[src/rtl/spi_slave_module_if.sv]
// Host/SPI signal bundle for spi_slave_module; rx_overflow exists only when
// SPI_SLAVE_OVERFLOW_EN is defined.
interface spi_slave_module_if #(
  parameter int unsigned DATA_WIDTH = 8,
  parameter int unsigned ADDR_WIDTH = 4
);
  logic                  spiClk;
  logic                  cs;
  logic                  mosi;
  logic                  miso;
  logic [ADDR_WIDTH-1:0] tx_addr;
  logic [DATA_WIDTH-1:0] tx_byte;
  logic                  tx_wr;
  logic [ADDR_WIDTH-1:0] rx_addr;
  logic [DATA_WIDTH-1:0] rx_byte;
  logic                  rx_rd;
  logic [ADDR_WIDTH:0]   rx_count;
  logic                  io_complete;
`ifdef SPI_SLAVE_OVERFLOW_EN
  logic                  rx_overflow;
`endif

  modport slave (
    input  spiClk, cs, mosi, tx_addr, tx_byte, tx_wr, rx_addr, rx_rd,
    output miso, rx_byte, rx_count, io_complete
`ifdef SPI_SLAVE_OVERFLOW_EN
    , output rx_overflow
`endif
  );

  modport master (
    output spiClk, cs, mosi, tx_addr, tx_byte, tx_wr, rx_addr, rx_rd,
    input  miso, rx_byte, rx_count, io_complete
`ifdef SPI_SLAVE_OVERFLOW_EN
    , input rx_overflow
`endif
  );
endinterface

[src/rtl/spi_slave_module.sv]
// SPI mode-0 slave with host-side TX/RX byte buffers, oversampled on sysClk.
// Optional macro SPI_SLAVE_OVERFLOW_EN: drop bytes past capacity and flag rx_overflow.
module spi_slave_module #(
  parameter int unsigned DATA_WIDTH = 8,
  parameter int unsigned ADDR_WIDTH = 4
) (
  input logic               sysClk,
  input logic               reset,
  spi_slave_module_if.slave bus
);

  localparam int unsigned DEPTH = 2 ** ADDR_WIDTH;
  localparam int unsigned CW    = (DATA_WIDTH > 1) ? $clog2(DATA_WIDTH) : 1;
  localparam logic [ADDR_WIDTH:0] FULL = {1'b1, {ADDR_WIDTH{1'b0}}};

  typedef enum logic [2:0] {SIdle, SLoad, SShift, SStore, SDone} state_e;

  logic [DATA_WIDTH-1:0] tx_mem [DEPTH];
  logic [DATA_WIDTH-1:0] rx_mem [DEPTH];

  // [0],[1] form the synchronizer; [2] is the previous synchronized value
  logic [2:0] sclk_sync_q;
  logic [2:0] cs_sync_q;
  logic [1:0] mosi_sync_q;

  state_e                state_q,    state_d;
  logic [ADDR_WIDTH-1:0] tx_idx_q,   tx_idx_d;
  logic [ADDR_WIDTH-1:0] rx_idx_q,   rx_idx_d;
  logic [ADDR_WIDTH:0]   rx_count_q, rx_count_d;
  logic [CW-1:0]         bit_cnt_q,  bit_cnt_d;
  logic [DATA_WIDTH-1:0] tx_shift_q, tx_shift_d;
  logic [DATA_WIDTH-1:0] rx_shift_q, rx_shift_d;
  logic                  miso_q,     miso_d;
  logic                  arm_q,      arm_d;
  logic                  flush_q,    flush_d;
  logic [DATA_WIDTH-1:0] rx_byte_q;
  logic                  rx_we;
`ifdef SPI_SLAVE_OVERFLOW_EN
  logic                  ovf_q,      ovf_d;
`endif

  logic sclk_rise, sclk_fall, cs_fall, cs_rise;

  assign sclk_rise = sclk_sync_q[1] & ~sclk_sync_q[2];
  assign sclk_fall = ~sclk_sync_q[1] & sclk_sync_q[2];
  assign cs_rise   = cs_sync_q[1] & ~cs_sync_q[2];
  // arm_q blocks the artificial fall seen when reset releases with cs already low
  assign cs_fall   = ~cs_sync_q[1] & cs_sync_q[2] & arm_q;

  always_ff @(posedge sysClk or posedge reset) begin
    if (reset) begin
      sclk_sync_q <= '0;
      cs_sync_q   <= '1;
      mosi_sync_q <= '0;
    end else begin
      sclk_sync_q <= {sclk_sync_q[1:0], bus.spiClk};
      cs_sync_q   <= {cs_sync_q[1:0], bus.cs};
      mosi_sync_q <= {mosi_sync_q[0], bus.mosi};
    end
  end

  always_ff @(posedge sysClk or posedge reset) begin
    if (reset) begin
      state_q    <= SIdle;
      tx_idx_q   <= '0;
      rx_idx_q   <= '0;
      rx_count_q <= '0;
      bit_cnt_q  <= '0;
      tx_shift_q <= '0;
      rx_shift_q <= '0;
      miso_q     <= 1'b0;
      arm_q      <= 1'b0;
      flush_q    <= 1'b0;
`ifdef SPI_SLAVE_OVERFLOW_EN
      ovf_q      <= 1'b0;
`endif
    end else begin
      state_q    <= state_d;
      tx_idx_q   <= tx_idx_d;
      rx_idx_q   <= rx_idx_d;
      rx_count_q <= rx_count_d;
      bit_cnt_q  <= bit_cnt_d;
      tx_shift_q <= tx_shift_d;
      rx_shift_q <= rx_shift_d;
      miso_q     <= miso_d;
      arm_q      <= arm_d;
      flush_q    <= flush_d;
`ifdef SPI_SLAVE_OVERFLOW_EN
      ovf_q      <= ovf_d;
`endif
    end
  end

  always_comb begin
    state_d    = state_q;
    tx_idx_d   = tx_idx_q;
    rx_idx_d   = rx_idx_q;
    rx_count_d = rx_count_q;
    bit_cnt_d  = bit_cnt_q;
    tx_shift_d = tx_shift_q;
    rx_shift_d = rx_shift_q;
    miso_d     = miso_q;
    arm_d      = arm_q | (flush_q & cs_sync_q[0]);
    flush_d    = 1'b1;
    rx_we      = 1'b0;
`ifdef SPI_SLAVE_OVERFLOW_EN
    ovf_d      = ovf_q;
`endif

    case (state_q)
      SIdle: begin
        miso_d = 1'b0;
        if (cs_fall) begin
          state_d    = SLoad;
          rx_count_d = '0;
          tx_idx_d   = '0;
          rx_idx_d   = '0;
`ifdef SPI_SLAVE_OVERFLOW_EN
          ovf_d      = 1'b0;
`endif
        end
      end
      SLoad: begin
        tx_shift_d = tx_mem[tx_idx_q];
        miso_d     = tx_mem[tx_idx_q][DATA_WIDTH-1];
        bit_cnt_d  = '0;
        state_d    = SShift;
      end
      SShift: begin
        if (sclk_rise) begin
          rx_shift_d = {rx_shift_q[DATA_WIDTH-2:0], mosi_sync_q[1]};
          bit_cnt_d  = bit_cnt_q + 1'b1;
          if (bit_cnt_q == CW'(DATA_WIDTH - 1)) state_d = SStore;
        end else if (sclk_fall && bit_cnt_q != '0) begin
          // the fall trailing the previous byte's last rise arrives with bit_cnt_q==0
          tx_shift_d = {tx_shift_q[DATA_WIDTH-2:0], 1'b0};
          miso_d     = tx_shift_q[DATA_WIDTH-2];
        end
      end
      SStore: begin
        tx_idx_d = tx_idx_q + 1'b1;
        state_d  = SLoad;
        if (rx_count_q == FULL) begin
`ifdef SPI_SLAVE_OVERFLOW_EN
          ovf_d    = 1'b1;
`else
          rx_we    = 1'b1;
          rx_idx_d = rx_idx_q + 1'b1;
`endif
        end else begin
          rx_we      = 1'b1;
          rx_idx_d   = rx_idx_q + 1'b1;
          rx_count_d = rx_count_q + 1'b1;
        end
      end
      SDone: begin
        miso_d  = 1'b0;
        state_d = SIdle;
      end
      default: state_d = SIdle;
    endcase

    if (cs_rise && state_q != SIdle && state_q != SDone) state_d = SDone;
  end

  // Buffers are deliberately not reset
  always_ff @(posedge sysClk) begin
    if (!bus.tx_wr) tx_mem[bus.tx_addr] <= bus.tx_byte;
    if (rx_we)      rx_mem[rx_idx_q]    <= rx_shift_q;
  end

  always_ff @(posedge sysClk or posedge reset) begin
    if (reset)           rx_byte_q <= '0;
    else if (!bus.rx_rd) rx_byte_q <= rx_mem[bus.rx_addr];
  end

  assign bus.miso        = miso_q & ~bus.cs;
  assign bus.rx_byte     = rx_byte_q;
  assign bus.rx_count    = rx_count_q;
  assign bus.io_complete = (state_q == SDone);
`ifdef SPI_SLAVE_OVERFLOW_EN
  assign bus.rx_overflow = ovf_q;
`endif

endmodule

[src/flat_wrapper.sv]
// flat-port wrapper written by rule: the top's interface ports become plain ports
module spi_slave_module_flat 
#(
  parameter int unsigned DATA_WIDTH = 8,
  parameter int unsigned ADDR_WIDTH = 4
)
  (sysClk, reset, bus_spiClk, bus_cs, bus_mosi, bus_tx_addr, bus_tx_byte, bus_tx_wr, bus_rx_addr, bus_rx_rd, bus_miso, bus_rx_byte, bus_rx_count, bus_io_complete);
  spi_slave_module_if #(.DATA_WIDTH(DATA_WIDTH), .ADDR_WIDTH(ADDR_WIDTH)) bus_i ();
  input logic sysClk;
  input logic reset;
  input wire logic [$bits(bus_i.spiClk)-1:0] bus_spiClk;
  input wire logic [$bits(bus_i.cs)-1:0] bus_cs;
  input wire logic [$bits(bus_i.mosi)-1:0] bus_mosi;
  input wire logic [$bits(bus_i.tx_addr)-1:0] bus_tx_addr;
  input wire logic [$bits(bus_i.tx_byte)-1:0] bus_tx_byte;
  input wire logic [$bits(bus_i.tx_wr)-1:0] bus_tx_wr;
  input wire logic [$bits(bus_i.rx_addr)-1:0] bus_rx_addr;
  input wire logic [$bits(bus_i.rx_rd)-1:0] bus_rx_rd;
  output wire logic [$bits(bus_i.miso)-1:0] bus_miso;
  output wire logic [$bits(bus_i.rx_byte)-1:0] bus_rx_byte;
  output wire logic [$bits(bus_i.rx_count)-1:0] bus_rx_count;
  output wire logic [$bits(bus_i.io_complete)-1:0] bus_io_complete;
  assign bus_i.spiClk = bus_spiClk;
  assign bus_i.cs = bus_cs;
  assign bus_i.mosi = bus_mosi;
  assign bus_i.tx_addr = bus_tx_addr;
  assign bus_i.tx_byte = bus_tx_byte;
  assign bus_i.tx_wr = bus_tx_wr;
  assign bus_i.rx_addr = bus_rx_addr;
  assign bus_i.rx_rd = bus_rx_rd;
  assign bus_miso = bus_i.miso;
  assign bus_rx_byte = bus_i.rx_byte;
  assign bus_rx_count = bus_i.rx_count;
  assign bus_io_complete = bus_i.io_complete;
  spi_slave_module #(.DATA_WIDTH(DATA_WIDTH), .ADDR_WIDTH(ADDR_WIDTH)) u_core (.sysClk(sysClk), .reset(reset), .bus(bus_i));
endmodule
[config.mk]
export PLATFORM = sky130hd
export DESIGN_NAME = spi_slave_module_flat
export DESIGN_NICKNAME = d
export VERILOG_FILES = /design/src/rtl/spi_slave_module_if.sv /design/src/rtl/spi_slave_module.sv /design/src/flat_wrapper.sv
export SDC_FILE = /design/constraint.sdc
export NUM_CORES = 1
export LEC_CHECK = 0
export CAP_MARGIN = 10
export CORE_MARGIN = 3
export CORE_UTILIZATION = 45
export DETAILED_ROUTE_END_ITERATION = 12
export GPL_TIMING_DRIVEN = 0
export PLACE_DENSITY = 0.72
export SLEW_MARGIN = 5
export SYNTH_ARGS = -nofsm -noshare
export SYNTH_HDL_FRONTEND = slang
export SYNTH_SLANG_ARGS = --single-unit
[constraint.sdc]
create_clock -name sysClk -period 3.73 [get_ports sysClk]
set_clock_uncertainty 0.05 [all_clocks]
set_input_delay 0.9325 -clock sysClk [delete_from_list [all_inputs] [get_ports sysClk]]
set_output_delay 0.9325 -clock sysClk [all_outputs]
set_load 0.05 [all_outputs]
# Yosys cells after proc, flatten, opt, wreduce, memory -nomap -nowiden
# Memory sizes are Yosys's and may differ from the RTL's. A register that Yosys moved wholly into a read port is not among the register bits.
# Index checks and enable logic that the tools add are counted.
dict set report totals {
  mem_count 2
  romBits 0
  reg_bits 45
  ramBits 256
  latchBits 0
  wordCells 88
}
# memory depth word_bits read_ports rd_clocked_by_memory_dff write_ports line_no
set memory_table {}
lappend memory_table {u_core.rx_mem 16 8 1 1 1 spi_slave_module.sv:19} ;# logic [DATA_WIDTH-1:0] rx_mem [DEPTH];
lappend memory_table {u_core.tx_mem 16 8 1 0 1 spi_slave_module.sv:18} ;# logic [DATA_WIDTH-1:0] tx_mem [DEPTH];
dict set report op_classes {
  muxes 23
  shift 0
  mul 0
  add_sub_neg 4
  n_eq_ne 15
  div 0
  reduce_logical 18
  bitwise 13
  n_lt_le_gt_ge 0
}
# cell n
set ops {}
lappend ops {{case mux 4 bit (2 select lines)} 2}
lappend ops {{2-to-1 mux 3 bit} 5}
lappend ops {{2-to-1 mux 7 bit} 2}
lappend ops {{case mux 7 bit (2 select lines)} 1}
lappend ops {{case mux 3 bit (4 select lines)} 1}
lappend ops {{AND reduction 3 bit} 4}
lappend ops {{2-to-1 mux 5 bit} 2}
lappend ops {{case mux 5 bit (2 select lines)} 1}
lappend ops {{!= test 3 x 1 -> 1 bit, second input constant} 3}
lappend ops {{nonzero test 3 bit} 3}
lappend ops {{adder 4 x 1 -> 4 bit, second input constant} 2}
lappend ops {{AND 1 bit} 7}
lappend ops {{equality test 3 x 2 -> 1 bit, second input constant} 2}
lappend ops {{equality test 3 bit, second input constant} 2}
lappend ops {{2-to-1 mux 1 bit} 6}
lappend ops {{!= test 2 x 1 -> 1 bit, second input constant} 3}
lappend ops {{case mux 3 bit (2 select lines)} 1}
lappend ops {{AND reduction 2 bit} 3}
lappend ops {{adder 5 x 1 -> 5 bit, second input constant} 1}
lappend ops {{equality test 5 bit, second input constant} 1}
lappend ops {{NOT 1 bit} 5}
lappend ops {{2-to-1 mux 4 bit} 1}
lappend ops {{!= test 2 bit, second input constant} 2}
lappend ops {{nonzero test 2 bit} 2}
lappend ops {{other kinds (9)} 11}

# Depth between registers and ports, before layout
dict set report depth {
  word_depth 6
  depth_mapped 8
  mapped_depth_nobuf 6
}

# Worst setup path after synthesis
# No wires, ideal clock.
dict set report synth_timing {
  kind {input to output}
  startpoint {input bus_cs}
  endpoint {output bus_miso}
  arrival_ns 1.577
  required_time_ns 2.748
  stages 1
  path_slack_ns 1.170
  path_buffers 0
  cell_sequence {nor2_1}
}
dict set report synth_via {
  elab_chain_len 2
}
# element line_no
set synth_lines {}
lappend synth_lines {{start, declared} flat_wrapper.sv:12} ;# input wire logic [$bits(bus_i.cs)-1:0] bus_cs;
lappend synth_lines {{NOT 1 bit} spi_slave_module.sv:177} ;# assign bus.miso = miso_q & ~bus.cs;
lappend synth_lines {{AND 1 bit} spi_slave_module.sv:177}
lappend synth_lines {{end, declared} flat_wrapper.sv:19} ;# output wire logic [$bits(bus_i.miso)-1:0] bus_miso;
# Every way passes these cells.

# Final worst setup path
dict set report layout_timing {
  startpoint {register u_core.state_q[1]}
  endpoint {output bus_io_complete}
}
dict set report layout_via {
  elab_chain_len 1
}
# element line_no
set layout_lines {}
lappend layout_lines {{start, declared} spi_slave_module.sv:26} ;# state_e state_q, state_d;
lappend layout_lines {{start signal, assigned} spi_slave_module.sv:64} ;# state_q <= SIdle;
lappend layout_lines {{start signal, assigned} spi_slave_module.sv:78} ;# state_q <= state_d;
lappend layout_lines {{equality test 3 bit} spi_slave_module.sv:180} ;# assign bus.io_complete = (state_q == SDone);
lappend layout_lines {{end, declared} flat_wrapper.sv:22} ;# output wire logic [$bits(bus_i.io_complete)-1:0] bus_io_complete;
# Every way passes these cells.

==> impl_metrics.ini <==
[floorplan]
initial_core_util_pct = 45.95
core_sq_mm = 0.02703
dieArea_sq_mm = 0.02963
ios = 38
rows = 60
fp.dieH_um = 172.1
dieWidth_um = 172.1

[cts]
cts_max_path_buffers = 3
clk-insertion-delay-late_ps = 550
clock-sinks = 309
cts_repair_resize_count = 0
clock-root-buffer = clkbuf_16
path_clk_slew_ps = 60
post_cts_buffers = 0
postCtsHoldBufs = 0
tritoncts = built
cts_buffers = 29
htree_levels = 1

[sta]
slew_viol_final = 0
totalNegativeSetupSlack_ps = 0
max_clock_freq_mhz = 297.9
min_period_ps = 3356
tightestPinTransition_ps = 1161
slew_headroom_pct = 22.00
hold_viol_final = 0
setup_viol_count_final = 0
period_share_pct = 89.99
rsz0062_at_grt = false

[layout]
antenna_cells = 0
layout-drive-gt1-share_pct = 18.89
stdcell_area_sq_mm = 0.01420
register_area_sq_mm = 0.009017
fin_util_pct = 52.55
area_growth_syn_to_layout_pct = 14.36
nFillCells = 2123
multi_input_area_sq_mm = 0.003084
fin_nets = 788

[grt]
antenna_found_initial = 0
grt_pass1_vias = 6335
grt_start_max_net_pins = 41
grt_overflow = 0
grt_pass1_wl_mm = 36.29
gr-usage-all-layers_pct = 15.92

[setup_path]
r2r_cells = 5
critPathBufInv = 2
cp_data_arrival_time_ps = 2370
path_class = flip-flop to output port
crit_chain = clkbuf_1, nor2_1, and2_1, clkdlybuf4s50_1
max_stage_delay_ps = 810
worst_path_max_delay_cell = clkdlybuf4s50_1
endpoint_kind = output port
cp_top_family = buffers and inverters
worst-path-stages = 4
cp_max_fo = 10
start_kind = flip-flop
critPathRequiredTime_ps = 2750

[power]
p_leak_nw = 4.850
vdd_drop_max_mv = 0.4621
total_power_mw = 8.709
pwr_density_cell_mw_per_mm2 = 613.2

[placed_design]
place_area_sq_mm = 0.01321
dp_hpwl_mm = 15.25
port_buffers = 34
gp_congestion = 0.7823

[synth]
avgSynthCellArea_sq_um = 18.13
synth_edf_count = 256
synth_top_area_share_pct = 61.90
synth-simple-area-share_pct = 4.886
ys_seq_area_share_pct = 72.61
yosysWarningCount = 0
synth-compound-area-share_pct = 3.929
synth_most_common_cell = edfxtp_1
synth_commonest_cells = edfxtp_1 (256), dfrtp_1 (50), nor2_1 (44)
syn_nets = 718
synthAdderAreaFrac_pct = 1.007
syn-instance-count = 685
netlist.top_cell.by_area = edfxtp_1
synth_top_family_by_area = multiplexers
async_flop_share_pct = 17.15
syn_area_sq_mm = 0.01242
yosys_register_bits = 309
synth_mux_area_share_pct = 14.84
synthXorXnorAreaFrac_pct = 0.1410
synth_cell_types = 60
synthFlopType = edfxtp_1
synth_area_leaders = edfxtp_1 (62%), dfrtp_1 (10%), mux4_2 (7.1%)

[routing]
viasPerCell = 5.473
vias = 6124
ant_nets = 0
wl_per_cell_um = 20.58
drt_iter0_drc = 319
dr.pass1.iters = 4
drc = 0
wl_mm = 23.03

[run_status]
status = complete, no violations

[hold_path]
worstHoldPathCells = 0
hold_class = flip-flop to flip-flop

[flow_run]
maxCapViolations = 0
-- worst reg2reg max path, stage by stage (launching register included) --
cell	delay [ps]
dfrtp_1	370
clkbuf_1	340
and3b_1	300
buf_2	250
nand2_1	210
nor3_1	930
-- cells by family (layout without fill, tap and decap cells) --
logic type | Yosys count | count (layout)
compound gates | 69 | 69
xor+xnor | 2 | 2
fa+ha+maj | 10 | 10
buf+inv | 58 | 151
flops | 309 | 309
mux | 112 | 112
other cells | 1 | 1
simple gates | 124 | 124
-- placed cells by master (no fill, tap or decap), types with 4 or more instances in the layout --
master and n:
nand3_1 7, nor2_1 44, bufinv_16 5, mux2i_1 30
mux2_2 23, a22oi_1 6, inv_1 21, buf_2 10
dfrtp_1 50, mux4_2 39, nand2_1 29, clkdlybuf4s50_1 34
o22ai_1 10, clkinv_1 5, clkbuf_16 29, buf_1 5
mux2_1 8, o21ai_1 8, nand3b_1 5, clkbuf_1 15
a21oi_1 17, nand2b_1 7, clkinv_2 8, a31oi_1 8
nor3_1 8, mux4_1 12, edfxtp_1 256, ha_1 10
buf_4 4, buf_6 6
-- path summary, 6_finish.rpt --
| check | start | to | slack, ps |
|---|---|---|---|
| min in group asynchronous | reset | u_core.bus.rx_count[1]$_DFFE_PP0P_ | 630 |
| max in group asynchronous | reset | u_core.cs_sync_q[0]$_DFF_PP1_ | 2410 |
| setup / recovery | u_core.state_q[1]$_DFFE_PP0P_ | bus_io_complete | 370 |
| setup reg to reg | u_core.state_q[1]$_DFFE_PP0P_ | u_core.rx_mem[3][5]$_DFFE_PP_ | 870 |
| hold / removal | u_core.sclk_sync_q[0]$_DFF_PP0_ | u_core.sclk_sync_q[1]$_DFF_PP0_ | 300 |
| hold reg to reg | u_core.sclk_sync_q[0]$_DFF_PP0_ | u_core.sclk_sync_q[1]$_DFF_PP0_ | 300 |
-- where the power goes --
group	switching [mW]	internal [mW]
clock	1.22	1.77
combinational	0.824	0.647
sequential	0.216	4.02
total	2.27	6.44
-- metrics by stage --
step | hold WS (ps) | worst slack [ps] | cells
floorplan | 281.2 | 1170 | 685
global placement | 285.5 | 347.2 | 1060
finish | 299.1 | 373.5 | 1119
CTS | 298.5 | 325.6 | 1116
detailed placement | 284.7 | 399.2 | 1062
global route | 307.7 | 235.8 | 1119
-- registers in the layout (all words and copies together), names as in the netlist --
register	cells
u_core.arm_q	1
u_core.rx_shift_q	8
u_core.tx_idx_q	4
u_core.mosi_sync_q	2
u_core.state_q	3
u_core.rx_idx_q	4
u_core.rx_mem	128
u_core.flush_q	1
u_core.cs_sync_q	3
u_core.bus.rx_byte	8
u_core.sclk_sync_q	3
u_core.bus.rx_count	5
u_core.miso_q	1
u_core.tx_shift_q	7
u_core.bit_cnt_q	3
u_core.tx_mem	128
-- metal layers --
layer	vias to the layer above	global-route usage, %	wire length (um)
li1	2841	-	-
met1	3117	21.19	9784
met2	134	27.96	11780
met3	32	2.446	943
met4	0	3.610	515
met5	-	0	0
-- area by class of cell --
type                    count  share of cell area (%)
clock buffers              34                   5.242
multi-input cells         318                   21.72
well taps                 341                   3.004
plain buffers              35                   1.630
inverters                  23                  0.6079
clock inverters            20                   1.612
repair buffers             39                   2.696
flip-flops and latches    309                   63.49
Note: power is estimated with default switching activity, not from simulation.
